`src/rtl/seq_divider_if.sv`:
```
// Start/done handshake bundle for the iterative signed divider.
// The master drives the request and operands. The slave returns status and results.
`timescale 1ns/1ps
interface seq_divider_if #(
  parameter int WIDTH = 32
);
  logic                 start;
  logic [2*WIDTH-1:0]   dividend;
  logic [WIDTH-1:0]     divisor;
  logic                 busy;
  logic                 done;
  logic [WIDTH-1:0]     quotient;
  logic [WIDTH-1:0]     remainder;
  logic                 div_by_zero;
  logic                 overflow;

  modport master (
    output start, dividend, divisor,
    input  busy, done, quotient, remainder, div_by_zero, overflow
  );

  modport slave (
    input  start, dividend, divisor,
    output busy, done, quotient, remainder, div_by_zero, overflow
  );
endinterface

```
`src/rtl/seq_divider.sv`:
```
// Restoring signed divider: 2W-bit dividend / W-bit divisor, one bit per clock, done 2W+1 edges after start.
// One operation in flight; start is ignored while busy, and a zero divisor completes on the start edge.
`timescale 1ns/1ps
module seq_divider #(
  parameter int WIDTH = 32
) (
  input  logic         clk,
  input  logic         rst,
  seq_divider_if.slave dif
);
  localparam logic [1:0] IDLE = 2'd0;
  localparam logic [1:0] CALC = 2'd1;
  localparam logic [1:0] FIX  = 2'd2;
  localparam int         CW   = $clog2(2*WIDTH);
  localparam logic [CW-1:0] LAST = CW'(2*WIDTH-1);

  logic [1:0]         state;
  logic [CW-1:0]      cnt;
  logic [2*WIDTH-1:0] dvd;
  logic [WIDTH-1:0]   dsr;
  logic [WIDTH-1:0]   prem;
  logic               sign_q;
  logic               sign_r;

  logic [WIDTH:0]     shifted;
  logic               ge;
  logic [2*WIDTH-1:0] q_full;
  logic [2*WIDTH-1:0] dvd_abs;
  logic [WIDTH-1:0]   dsr_abs;

  // dvd doubles as the dividend shifter and the quotient accumulator:
  // dividend bits leave at the top while quotient bits enter at the bottom.
  always_comb begin
    shifted = {prem, dvd[2*WIDTH-1]};
    ge      = shifted >= {1'b0, dsr};
    q_full  = sign_q ? -dvd : dvd;
    dvd_abs = dif.dividend[2*WIDTH-1] ? -dif.dividend : dif.dividend;
    dsr_abs = dif.divisor[WIDTH-1] ? -dif.divisor : dif.divisor;
  end

  always_ff @(posedge clk) begin
    if (rst) begin
      state           <= IDLE;
      cnt             <= '0;
      dvd             <= '0;
      dsr             <= '0;
      prem            <= '0;
      sign_q          <= 1'b0;
      sign_r          <= 1'b0;
      dif.busy        <= 1'b0;
      dif.done        <= 1'b0;
      dif.quotient    <= '0;
      dif.remainder   <= '0;
      dif.div_by_zero <= 1'b0;
      dif.overflow    <= 1'b0;
    end else begin
      dif.done <= 1'b0;
      case (state)
        IDLE: begin
          if (dif.start) begin
            dif.overflow <= 1'b0;
            if (dif.divisor == '0) begin
              dif.quotient    <= '0;
              dif.remainder   <= '0;
              dif.div_by_zero <= 1'b1;
              dif.done        <= 1'b1;
            end else begin
              dif.div_by_zero <= 1'b0;
              dvd      <= dvd_abs;
              dsr      <= dsr_abs;
              prem     <= '0;
              sign_q   <= dif.dividend[2*WIDTH-1] ^ dif.divisor[WIDTH-1];
              sign_r   <= dif.dividend[2*WIDTH-1];
              cnt      <= '0;
              dif.busy <= 1'b1;
              state    <= CALC;
            end
          end
        end
        CALC: begin
          // prem < |divisor| <= 2^(W-1), so the difference always fits in W bits
          prem <= ge ? (shifted[WIDTH-1:0] - dsr) : shifted[WIDTH-1:0];
          dvd  <= {dvd[2*WIDTH-2:0], ge};
          cnt  <= cnt + 1'b1;
          if (cnt == LAST) state <= FIX;
        end
        FIX: begin
          dif.quotient  <= q_full[WIDTH-1:0];
          dif.remainder <= sign_r ? -prem : prem;
          // representable only if the upper W+1 bits are a pure sign extension
          dif.overflow  <= ~((&q_full[2*WIDTH-1:WIDTH-1]) | ~(|q_full[2*WIDTH-1:WIDTH-1]));
          dif.done      <= 1'b1;
          dif.busy      <= 1'b0;
          state         <= IDLE;
        end
        default: state <= IDLE;
      endcase
    end
  end
endmodule

```
`src/flat_wrapper.sv`:
```
// flat-port wrapper written by rule: the top's interface ports become plain ports
module seq_divider_flat 
#(
  parameter int WIDTH = 32
)
  (clk, rst, dif_start, dif_dividend, dif_divisor, dif_busy, dif_done, dif_quotient, dif_remainder, dif_div_by_zero, dif_overflow);
  seq_divider_if #(.WIDTH(WIDTH)) dif_i ();
  input  logic clk;
  input  logic rst;
  input wire logic [$bits(dif_i.start)-1:0] dif_start;
  input wire logic [$bits(dif_i.dividend)-1:0] dif_dividend;
  input wire logic [$bits(dif_i.divisor)-1:0] dif_divisor;
  output wire logic [$bits(dif_i.busy)-1:0] dif_busy;
  output wire logic [$bits(dif_i.done)-1:0] dif_done;
  output wire logic [$bits(dif_i.quotient)-1:0] dif_quotient;
  output wire logic [$bits(dif_i.remainder)-1:0] dif_remainder;
  output wire logic [$bits(dif_i.div_by_zero)-1:0] dif_div_by_zero;
  output wire logic [$bits(dif_i.overflow)-1:0] dif_overflow;
  assign dif_i.start = dif_start;
  assign dif_i.dividend = dif_dividend;
  assign dif_i.divisor = dif_divisor;
  assign dif_busy = dif_i.busy;
  assign dif_done = dif_i.done;
  assign dif_quotient = dif_i.quotient;
  assign dif_remainder = dif_i.remainder;
  assign dif_div_by_zero = dif_i.div_by_zero;
  assign dif_overflow = dif_i.overflow;
  seq_divider #(.WIDTH(WIDTH)) u_core (.clk(clk), .rst(rst), .dif(dif_i));
endmodule
```
`config.mk`:
```
export PLATFORM = sky130hd
export DESIGN_NAME = seq_divider_flat
export DESIGN_NICKNAME = d
export VERILOG_FILES = /design/src/rtl/seq_divider_if.sv /design/src/rtl/seq_divider.sv /design/src/flat_wrapper.sv
export SDC_FILE = /design/constraint.sdc
export NUM_CORES = 1
export LEC_CHECK = 0
export CAP_MARGIN = 20
export CORE_MARGIN = 2
export CORE_UTILIZATION = 53
export CTS_BUF_LIST = sky130_fd_sc_hd__clkbuf_2 sky130_fd_sc_hd__clkbuf_4 sky130_fd_sc_hd__clkbuf_8
export CTS_CLUSTER_SIZE = 8
export DETAILED_ROUTE_END_ITERATION = 10
export HOLD_SLACK_MARGIN = 0.03
export PLACE_DENSITY_LB_ADDON = 0.12
export SLEW_MARGIN = 20
export SYNTH_ARGS = -nofsm -noshare
export SYNTH_HDL_FRONTEND = slang
export SYNTH_SLANG_ARGS = --single-unit
```
`constraint.sdc`:
```
create_clock -name clk -period 3.6 [get_ports clk]
set_input_delay 0.72 -clock clk [delete_from_list [all_inputs] [get_ports clk]]
set_output_delay 0.72 -clock clk [all_outputs]
set_load 0.05 [all_outputs]
```
# After elaboration in Yosys (flattened, before gate mapping)
# Index checks and enable logic that the tools add are counted.
[op_classes]
n_addsub = 6
order_cmp = 1
eq_ne = 7
n_mux = 30
bitwise = 5
reduce_logical = 13
[op_table]
columns = ["operator", "count"]
rows = [
  ["$mux 64", 4],
  ["$mux 32", 7],
  ["$pmux 32 s2", 3],
  ["$neg 64->64", 2],
  ["$pmux 64 s2", 1],
  ["$neg 32->32", 2],
  ["$ge 33x32->1", 1],
  ["$reduce_and 33->1", 1],
  ["$reduce_or 33->1", 1],
  ["$logic_not 32->1", 1],
  ["$sub 32x32->32", 1],
  ["$reduce_and 3->1", 5],
  ["$mux 6", 2],
  ["$pmux 6 s2", 1],
  ["$add 6x1->6 const B", 1],
  ["$eq 6x6->1 const B", 1],
  ["$mux 2", 3],
  ["$pmux 1 s2", 3],
  ["$mux 1", 5],
  ["$ne 2x1->1 const B", 2],
  ["$ne 2x2->1 const B", 2],
  ["$pmux 2 s2", 1],
  ["$reduce_and 2->1", 2],
  ["$reduce_bool 2->1", 2],
  ["6 further kinds", 8],
]
[totals]
register_bits = 206
inputBits = 99
out_inout_bits = 68
word_cells = 75

# Longest topological paths before layout
# Gate-level depths: netlist of run 1.
[depth]
ltp_word = 7
depth_mapped = 13
ltp_nobuf = 13

# Least setup slack after synthesis of run 1
# OpenSTA, ideal clock, no wires.
[synth_path]
kind = "input-to-reg"
startpoint = "in dif_divisor[0]"
endpoint = "reg u_core.prem[1]"
arrival_ns = 3.437
setup_slack_ns = 0.057
stages = 11
n_path_buf = 1
path_cell_list = "inv_1 -> ha_1 -> or3b_2 -> nor4_1 -> nand4_1 -> o311ai_1 -> nand2_1 -> nor2_1 -> clkbuf_1 -> nand2_1 -> o311ai_0"
[synth_between]
elab_chain_len = 3
[synth_lines]
columns = ["item", "line", "source"]
rows = [
  ["start, declared", "flat_wrapper.sv:12", "input wire logic [$bits(dif_i.divisor)-1:0] dif_divisor;"],
  ["$logic_not 32->1", "seq_divider.sv:62", "if (dif.divisor == '0) begin"],
  ["$ne 2x2->1 (no line)", "-", ""],
  ["$reduce_and 3->1 (no line)", "-", ""],
  ["end signal, assigned", "seq_divider.sv:82", "prem <= ge ? (shifted[WIDTH-1:0] - dsr) : shifted[WIDTH-1:0];"],
  ["end, declared", "seq_divider.sv:21", "logic [WIDTH-1:0] prem;"],
]
# Every way passes these cells.
# A chain may end at the register's enable or synchronous reset.

# Final worst setup path of run 1
[layout_path]
startpoint = "in dif_dividend[1]"
endpoint = "reg u_core.dvd[54]"
[layout_between]
elab_chain_len = 5
[layout_lines]
columns = ["item", "line", "source"]
rows = [
  ["start, declared", "flat_wrapper.sv:11", "input wire logic [$bits(dif_i.dividend)-1:0] dif_dividend;"],
  ["$neg 64->64", "seq_divider.sv:37", "dvd_abs = dif.dividend[2*WIDTH-1] ? -dif.dividend : dif.dividend;"],
  ["$mux 64", "seq_divider.sv:37", ""],
  ["$mux 64", "seq_divider.sv:62", ""],
  ["$mux 64", "seq_divider.sv:60", "if (dif.start) begin"],
  ["$pmux 64 s2", "seq_divider.sv:58", "case (state)"],
  ["end signal, assigned", "seq_divider.sv:69", "dvd <= dvd_abs;"],
  ["end signal, assigned", "seq_divider.sv:83", "dvd <= {dvd[2*WIDTH-2:0], ge};"],
  ["end, declared", "seq_divider.sv:19", "logic [2*WIDTH-1:0] dvd;"],
]
# Every way passes these cells. The select of a mux whose other input is x is not followed.

==> results by group, run 1 <==
Global routing
  – Vias in the first global route: 14248
  – First-pass GRT wire length: 73100 um
  – Initial antenna violation count: 0
  – Total grt overflow: 0
  – Overall Global Routing Usage: 30.9%
  – Largest net degree at the start of global routing: 94

Clock network
  – Clk slew on worst S/H paths: 50 ps
  – Clk sink count: 206
  – CTS tree: yes
  – Bufs on Longest Clock Path: 3
  – CTS Root Cell: clkbuf_8
  – CTS Hold Bufs: 0
  – Num CTS Buffers: 39
  – Worst-skew pair later-pin latency: 550 ps
  – H-tree levels: 2

Job
  – Max-cap violations: 0

Pwr
  – Power per cell area: 607 nW/um2
  – Leakage: 7.42 nW
  – Max IR drop VDD: 477 uV
  – Design Power: 11.4 mW

Route
  – # DRC: 0
  – Final ANT Viol Nets: 0
  – DRT Pass-1 Iters: 5
  – First DRT Iteration DRCs: 1500
  – Drt total wl: 45600 um
  – Vias per cell: 6.10
  – Vias after detailed routing: 15581
  – Post-DR wirelength/cell: 17.8 um

Yosys
  – Post-Synth XOR/XNOR Area: 11.7%
  – Avg Inst Size Synth: 7.57 um2
  – Seq/Total Area, Yosys: 28.6%
  – Cell variety after synth: 79
  – Gate Count Post-Synth: 1907
  – Yosys warnings: 0
  – Most used DFF post-synth: dfxtp_1
  – Synth Area in Adders: 3.35%
  – Post-synthesis cell area: 14400 um2
  – Post-synth ARST share: 0%
  – Post-synth EDFFs: 0
  – Syn nets: 2044
  – Largest family of logic cells by synthesized area: compound AO/OA/AOI/OAI gates
  – Synthesized flop and latch total: 206
  – Multiplexer area fraction after synthesis: 0.676%
  – Synth Area in Compound Gates: 25.9%
  – Simple-Gate Fraction of Synth Area: 24.3%

Setup path
  – Critical-path cell list: clkdlybuf4s50_1 > inv_1 > ha_1 > nand2b_1 > or4_1 > or3_4 > nor2_2 > nand4_1 > or4_4 > o31ai_2 > xor2_1 > o22ai_1
  – CP arrival: 3920 ps
  – Worst setup startpoint: dif_dividend[1]
  – Setup CP Type: in2reg
  – Crit-path max cell delay: 550 ps
  – Crit path max fanout: 4
  – Reg2Reg Depth: 11
  – Reg2Reg Capture Point: u_core.dif.overflow$_SDFFE_PP0P_
  – Reg-to-reg critical path startpoint: u_core.dvd[12]$_SDFFE_PP0P_
  – CP endpoint kind: flip-flop
  – Crit path max-delay cell type: or4_1
  – Reg2Reg Setup Slack: 180 ps
  – Crit start category: input pin
  – CP required: 3980 ps

Cells and area
  – Nets@finish: 2322
  – Commonest non-fill, non-tap cell in the layout: nor2_1
  – Antenna Cells: 0
  – Share of layout cells above drive strength 1: 15.9%
  – Layout fillers: 2301
  – Layout Utilization: 70.0%
  – Most frequent cells in the layout: nor2_1 (209), dfxtp_1 (206), buf_4 (200), nand2_1 (180), clkdlybuf4s50_1 (153)
  – Layout area overhead: 30.4%

Floorplanning
  – Width of the die: 169 um
  – Core box area: 26900 um2
  – Top-Level Pins: 167
  – Rows: 60
  – Effective utilization at floorplan: 53.7%
  – Die H: 169 um
  – Die area: 28600 um2

Worst hold path
  – HP Class: reg2reg
  – Worst Hold End: u_core.dif.busy$_SDFFE_PP0P_
  – Hold Crit Depth: 2
  – Hold path startpoint: u_core.dif.busy$_SDFFE_PP0P_

Run status
  – Status: completed

STA
  – Maximum clock frequency: 0.283 GHz
  – Clock period minus worst slack: 3540 ps
  – Final worst path period share: 98.3%
  – Setup total negative slack: 0 ps
  – Final setup fails: 0
  – Final Hold Fails: 0
  – Fin. max-slew vios: 0
  – Slew headroom: 37.3%
  – Skew final: 24.2 ps
  – Least-Margin Pin Slew: 941 ps

Place
  – Final HPWL DP: 33900 um
  – I/O Buffers: 166
  – Placer Congestion: 0.952
[cells by family after synthesis]
logic type               after synthesis
AND/OR/NAND/NOR                      710
AO/OA/AOI/OAI                        542
buffers and inverters                210
XOR/XNOR                             192
adder cells (fa/ha/maj)               38
multiplexers                           9
flip-flops                           206
[how the worst max path moves through the flow]
stage,cells past startpoint,to,slack [ps]
after global routing,12,u_core.dvd[54]$_SDFFE_PP0P_,-30
final,12,u_core.dvd[54]$_SDFFE_PP0P_,60
after detailed placement,10,u_core.dvd[54]$_SDFFE_PP0P_,-660
after floorplan,11,u_core.prem[1]$_SDFFE_PP0P_,60
after global placement,10,u_core.dvd[54]$_SDFFE_PP0P_,-590
after CTS,11,u_core.dvd[61]$_SDFFE_PP0P_,-7
[layer usage]
layer / vias up / wire length (um) / GRT usage, %
li1: 7581 / - / -
met1: 7338 / 21700 / 46.3
met2: 601 / 19800 / 47.4
met3: 61 / 3390 / 3.86
met4: 0 / 724 / 6.99
met5: - / 0 / 0
[timing repair]
item / in CTS / in global routing
gates resized for setup: 10 / 34
setup endpoints to repair: 7 / 50
endpoints found under the hold margin: 0 / 0
setup buffers: 0 / 4
pin swaps: 0 / 14
[report_power, final]
group | internal, mW | switching [mW]
logic | 2.59 | 3.44
clock network | 1.52 | 1.04
registers | 2.52 | 0.300
total | 6.62 | 4.79
[sequential cells by signal (all words and copies together) (netlist names)]
name and flops:
u_core.cnt 6, u_core.sign_r 1, u_core.prem 32, u_core.dsr 32
u_core.state 2, u_core.dif.done 1, u_core.dif.overflow 1, u_core.dif.quotient 32
u_core.dif.div_by_zero 1, u_core.sign_q 1, u_core.dvd 64, u_core.dif.remainder 32
u_core.dif.busy 1
[worst max-delay path: cells and delay by family]
kind	cells	cell delay (ps)
buffers and inverters	2	580
AND/OR/NAND/NOR	6	1940
XOR/XNOR	1	180
AO/OA/AOI/OAI	2	310
adder cells (fa/ha/maj)	1	180
[per-stage QoR]
| stage | instance area [um2] | instances | hold slack (ps) | setup slack (ps) |
|---|---|---|---|---|
| 2_1_floorplan | 14400 | 1907 | 440 | 57.3 |
| 3_3_place_gp | 17700 | 2481 | 449 | -594 |
| 3_5_place_dp | 17700 | 2481 | 451 | -657 |
| 4_1_cts | 18700 | 2551 | 462 | -7.11 |
| 5_1_grt | 18800 | 2555 | 502 | -27.4 |
| 6_report | 18800 | 2555 | 462 | 62.3 |
[synth_stat cells, types with 11 or more instances]
master	count	share of area (%)
nand2_1	181	4.7
o41ai_1	28	1.7
a21oi_1	96	3.3
o31ai_1	50	2.6
nand3_1	38	1.3
nor2_1	214	5.6
dfxtp_1	206	29
o21ai_0	81	2.8
a211oi_1	42	2.2
clkbuf_1	123	3.2
or2_2	12	0.52
o22ai_1	13	0.56
xnor2_1	90	5.5
a31oi_1	16	0.69
a21o_1	17	0.88
xor2_1	102	6.2
o211ai_1	62	3.2
nand2b_1	16	0.69
inv_1	70	1.8
nor3_1	62	2.2
or4_1	29	1.5
buf_1	11	0.29
nor4_1	31	1.3
nand4_1	26	1.1
or3_1	31	1.3
ha_1	37	3.2
a22oi_1	62	3.2
and3_1	22	0.95
[layout make-up]
| type | instances | area [um2] | area share [%] |
|---|---|---|---|
| timing repair buffer | 376 | 3400 | 18.1 |
| clock buffer | 60 | 732 | 3.89 |
| sequential | 206 | 4120 | 21.9 |
| multi-input combinational | 1491 | 9730 | 51.7 |
| clock inverter | 10 | 143 | 0.758 |
| tap | 341 | 427 | 2.27 |
| inverter | 71 | 267 | 1.42 |
Power figures use the tool's default switching activity.
==> run 2: changes to the inputs <==
--- a/config.mk
+++ b/config.mk
@@ -13,6 +13,7 @@
 export DETAILED_ROUTE_END_ITERATION = 10
 export HOLD_SLACK_MARGIN = 0.03
 export PLACE_DENSITY_LB_ADDON = 0.12
+export SKIP_LAST_GASP = 1
 export SLEW_MARGIN = 20
 export SYNTH_ARGS = -nofsm -noshare
 export SYNTH_HDL_FRONTEND = slang
==> run 2 against run 1 <==
Setup slack lost 21 ps. Worst hold slack about the same. Clock power is essentially flat. Flip-flop and latch count is the same. Die area unchanged. First-iteration DRC count increased by 4.9%.
==> results by group, run 2 (same netlist as run 1, synthesis figures left out) <==
Run status
  – Status: completed

Route
  – Post-DR wirelength/cell: 17.8 um (about the same)
  – Vias after detailed routing: 15610 (+0.19%)
  – Vias per cell: 6.11 (+0.19%)
  – First DRT Iteration DRCs: 1574 (+4.9%)
  – DRT Pass-1 Iters: 5 (unchanged)
  – # DRC: 0 (unchanged)
  – Drt total wl: 45500 um (about the same)
  – Final ANT Viol Nets: 0 (unchanged)

Clock network
  – Num CTS Buffers: 39 (unchanged)
  – Bufs on Longest Clock Path: 3 (unchanged)
  – Clk sink count: 206 (unchanged)
  – H-tree levels: 2 (unchanged)
  – Clk slew on worst S/H paths: 50 ps (about the same)
  – CTS tree: yes
  – CTS Root Cell: clkbuf_8
  – Worst-skew pair later-pin latency: 550 ps (about the same)

Cells and area
  – Final instance area: 18800 um2 (about the same)
  – Largest reg by FF count: u_core.dvd
  – Nets@finish: 2322 (unchanged)
  – Commonest non-fill, non-tap cell in the layout: nor2_1
  – Layout Utilization: 70.0% (about the same)
  – Layout fillers: 2302 (+0.043%)
  – Antenna Cells: 0 (unchanged)
  – Share of layout cells above drive strength 1: 15.9% (-0.045 points)
  – Area of the multi-input gates: 9720 um2 (about the same)
  – Most frequent cells in the layout: nor2_1 (209), dfxtp_1 (206), buf_4 (200), nand2_1 (180), clkdlybuf4s50_1 (155)
  – Largest register FFs: 64 (unchanged)
  – Sequential Area: 4120 um2 (unchanged)
  – Layout area overhead: 30.3% (about the same)

Setup path
  – CP endpoint kind: flip-flop
  – Crit start category: input pin
  – Critical-path cell list: clkdlybuf4s50_1 > or4_4 > or3_4 > nor4_4 > buf_4 > nand4_1 > or4_4 > or2_4 > nor4b_4 > nand2_1 > a311oi_2
  – Reg-to-reg critical path startpoint: u_core.dvd[16]$_SDFFE_PP0P_
  – CP required: 4040 ps (+60 ps)
  – Reg2Reg Setup Slack: 190 ps (about the same)
  – CP arrival: 4000 ps (+80 ps)
  – Crit path max fanout: 5 (+1)
  – Crit path max-delay cell type: or4_4
  – Most common cell type on the critical path: or4_4
  – Setup CP Type: in2reg
  – Crit-path max cell delay: 600 ps (+50 ps)
  – Reg2Reg Capture Point: u_core.dif.overflow$_SDFFE_PP0P_
  – Reg2Reg Depth: 10 (-1)

Floorplanning
  – Rows: 60 (unchanged)
  – Core box area: 26900 um2 (unchanged)
  – Top-Level Pins: 167 (unchanged)
  – Die H: 169 um (unchanged)
  – Die area: 28600 um2 (unchanged)
  – Effective utilization at floorplan: 53.7% (unchanged)
  – Width of the die: 169 um (unchanged)

Global routing
  – Total grt overflow: 0 (unchanged)
  – Vias in the first global route: 14248 (unchanged)
  – Met2 Track Usage GR: 47.4% (unchanged)
  – Overall Global Routing Usage: 30.9% (unchanged)
  – GRT met3 Usage: 3.86% (unchanged)
  – Grt met1 use: 46.3% (unchanged)
  – Largest net degree at the start of global routing: 94 (unchanged)
  – Initial antenna violation count: 0 (unchanged)
  – Most used routing layer: met2
  – First-pass GRT wire length: 73100 um (unchanged)

STA
  – Setup total negative slack: 0 ps (unchanged)
  – Maximum clock frequency: 0.281 GHz (-0.60%)
  – Final worst path period share: 98.9% (+0.59 points)
  – Clock period minus worst slack: 3560 ps (+21.4 ps)
  – Least-Margin Pin Slew: 935 ps (-5.93 ps)
  – Skew final: 23.6 ps (-0.603 ps)
  – Final setup fails: 0 (unchanged)
  – Slew headroom: 37.7% (+0.40 points)
  – Final Hold Fails: 0 (unchanged)
  – RSZ-0062 raised after global routing: true
  – Fin. max-slew vios: 0 (unchanged)

Worst hold path
  – Worst Hold End: u_core.dif.busy$_SDFFE_PP0P_
  – HP Class: reg2reg
  – Hold path startpoint: u_core.dif.busy$_SDFFE_PP0P_
  – Hold Crit Depth: 2 (unchanged)

Place
  – Area post-placement: 17700 um2 (unchanged)
  – Final HPWL DP: 33900 um (unchanged)
  – Placer Congestion: 0.952 (unchanged)
  – I/O Buffers: 166 (unchanged)

Pwr
  – Design Power: 11.4 mW (about the same)
  – Leakage: 7.40 nW (-0.26%)
  – Max IR drop VDD: 481 uV (+0.77%)
  – Power per cell area: 607 nW/um2 (+0.14%)

Job
  – Max-cap violations: 0 (unchanged)
==> run 2: critical path: cells and delay by family <==
family | cells | cell delay [ps]
AND/OR/NAND/NOR | 8 | 2440
buffers and inverters | 2 | 600
AO/OA/AOI/OAI | 1 | 230
==> run 2: cell type report <==
type                            instances  share of cell area [%]
Clock buffer                           60                    3.89
Clock inverter                         10                   0.759
Inverter                               71                    1.42
Multi-Input combinational cell       1491                    51.7
Sequential cell                       206                    21.9
Tap cell                              341                    2.27
Timing Repair Buffer                  376                    18.0
==> run 2: metrics by stage <==
step / hold WS, ps / std cells / setup slack, ps
after floorplan: 440 / 1907 / 57.3
after global placement: 449 / 2481 / -594
after detailed placement: 451 / 2481 / -657
after CTS: 462 / 2551 / -7.11
after global routing: 502 / 2555 / -60.4
final: 462 / 2555 / 40.9
==> run 2: power breakdown <==
| part | internal, mW | switching [mW] | total (mW) |
|---|---|---|---|
| Combinational | 2.59 | 3.45 | 6.04 |
| Sequential | 2.52 | 0.300 | 2.82 |
| Clock | 1.52 | 1.04 | 2.56 |
| Total | 6.63 | 4.80 | 11.4 |
==> run 2: layer usage <==
| metal | share of wire [%] | routed length (um) | vias up |
|---|---|---|---|
| met4 | 1.7 | 766 | 0 |
| met1 | 48 | 21800 | 7370 |
| met2 | 43 | 19800 | 604 |
| li1 | - | - | 7567 |
| met3 | 7.0 | 3190 | 69 |
| met5 | 0 | 0 | - |
==> run 2: worst max path at each step <==
| stage | startpoint | end | depth (start not counted) | slack, ps |
|---|---|---|---|---|
| after global routing | dif_dividend[9] | u_core.dvd[63]$_SDFFE_PP0P_ | 11 | -60 |
| after floorplan | dif_divisor[0] | u_core.prem[1]$_SDFFE_PP0P_ | 11 | 60 |
| after CTS | dif_dividend[8] | u_core.dvd[61]$_SDFFE_PP0P_ | 11 | -7 |
| after detailed placement | dif_dividend[8] | u_core.dvd[54]$_SDFFE_PP0P_ | 10 | -660 |
| after global placement | dif_dividend[8] | u_core.dvd[54]$_SDFFE_PP0P_ | 10 | -590 |
| final | dif_dividend[11] | u_core.dvd[63]$_SDFFE_PP0P_ | 11 | 40 |
==> run 2: repair_timing <==
action | CTS | global route
setup buffers | 0 | 4
hold buffers | 0 | 0
pin swaps | 0 | 14
gates resized for setup | 10 | 31
hold endpoints to repair | 0 | 0
endpoints found under the setup margin | 7 | 50
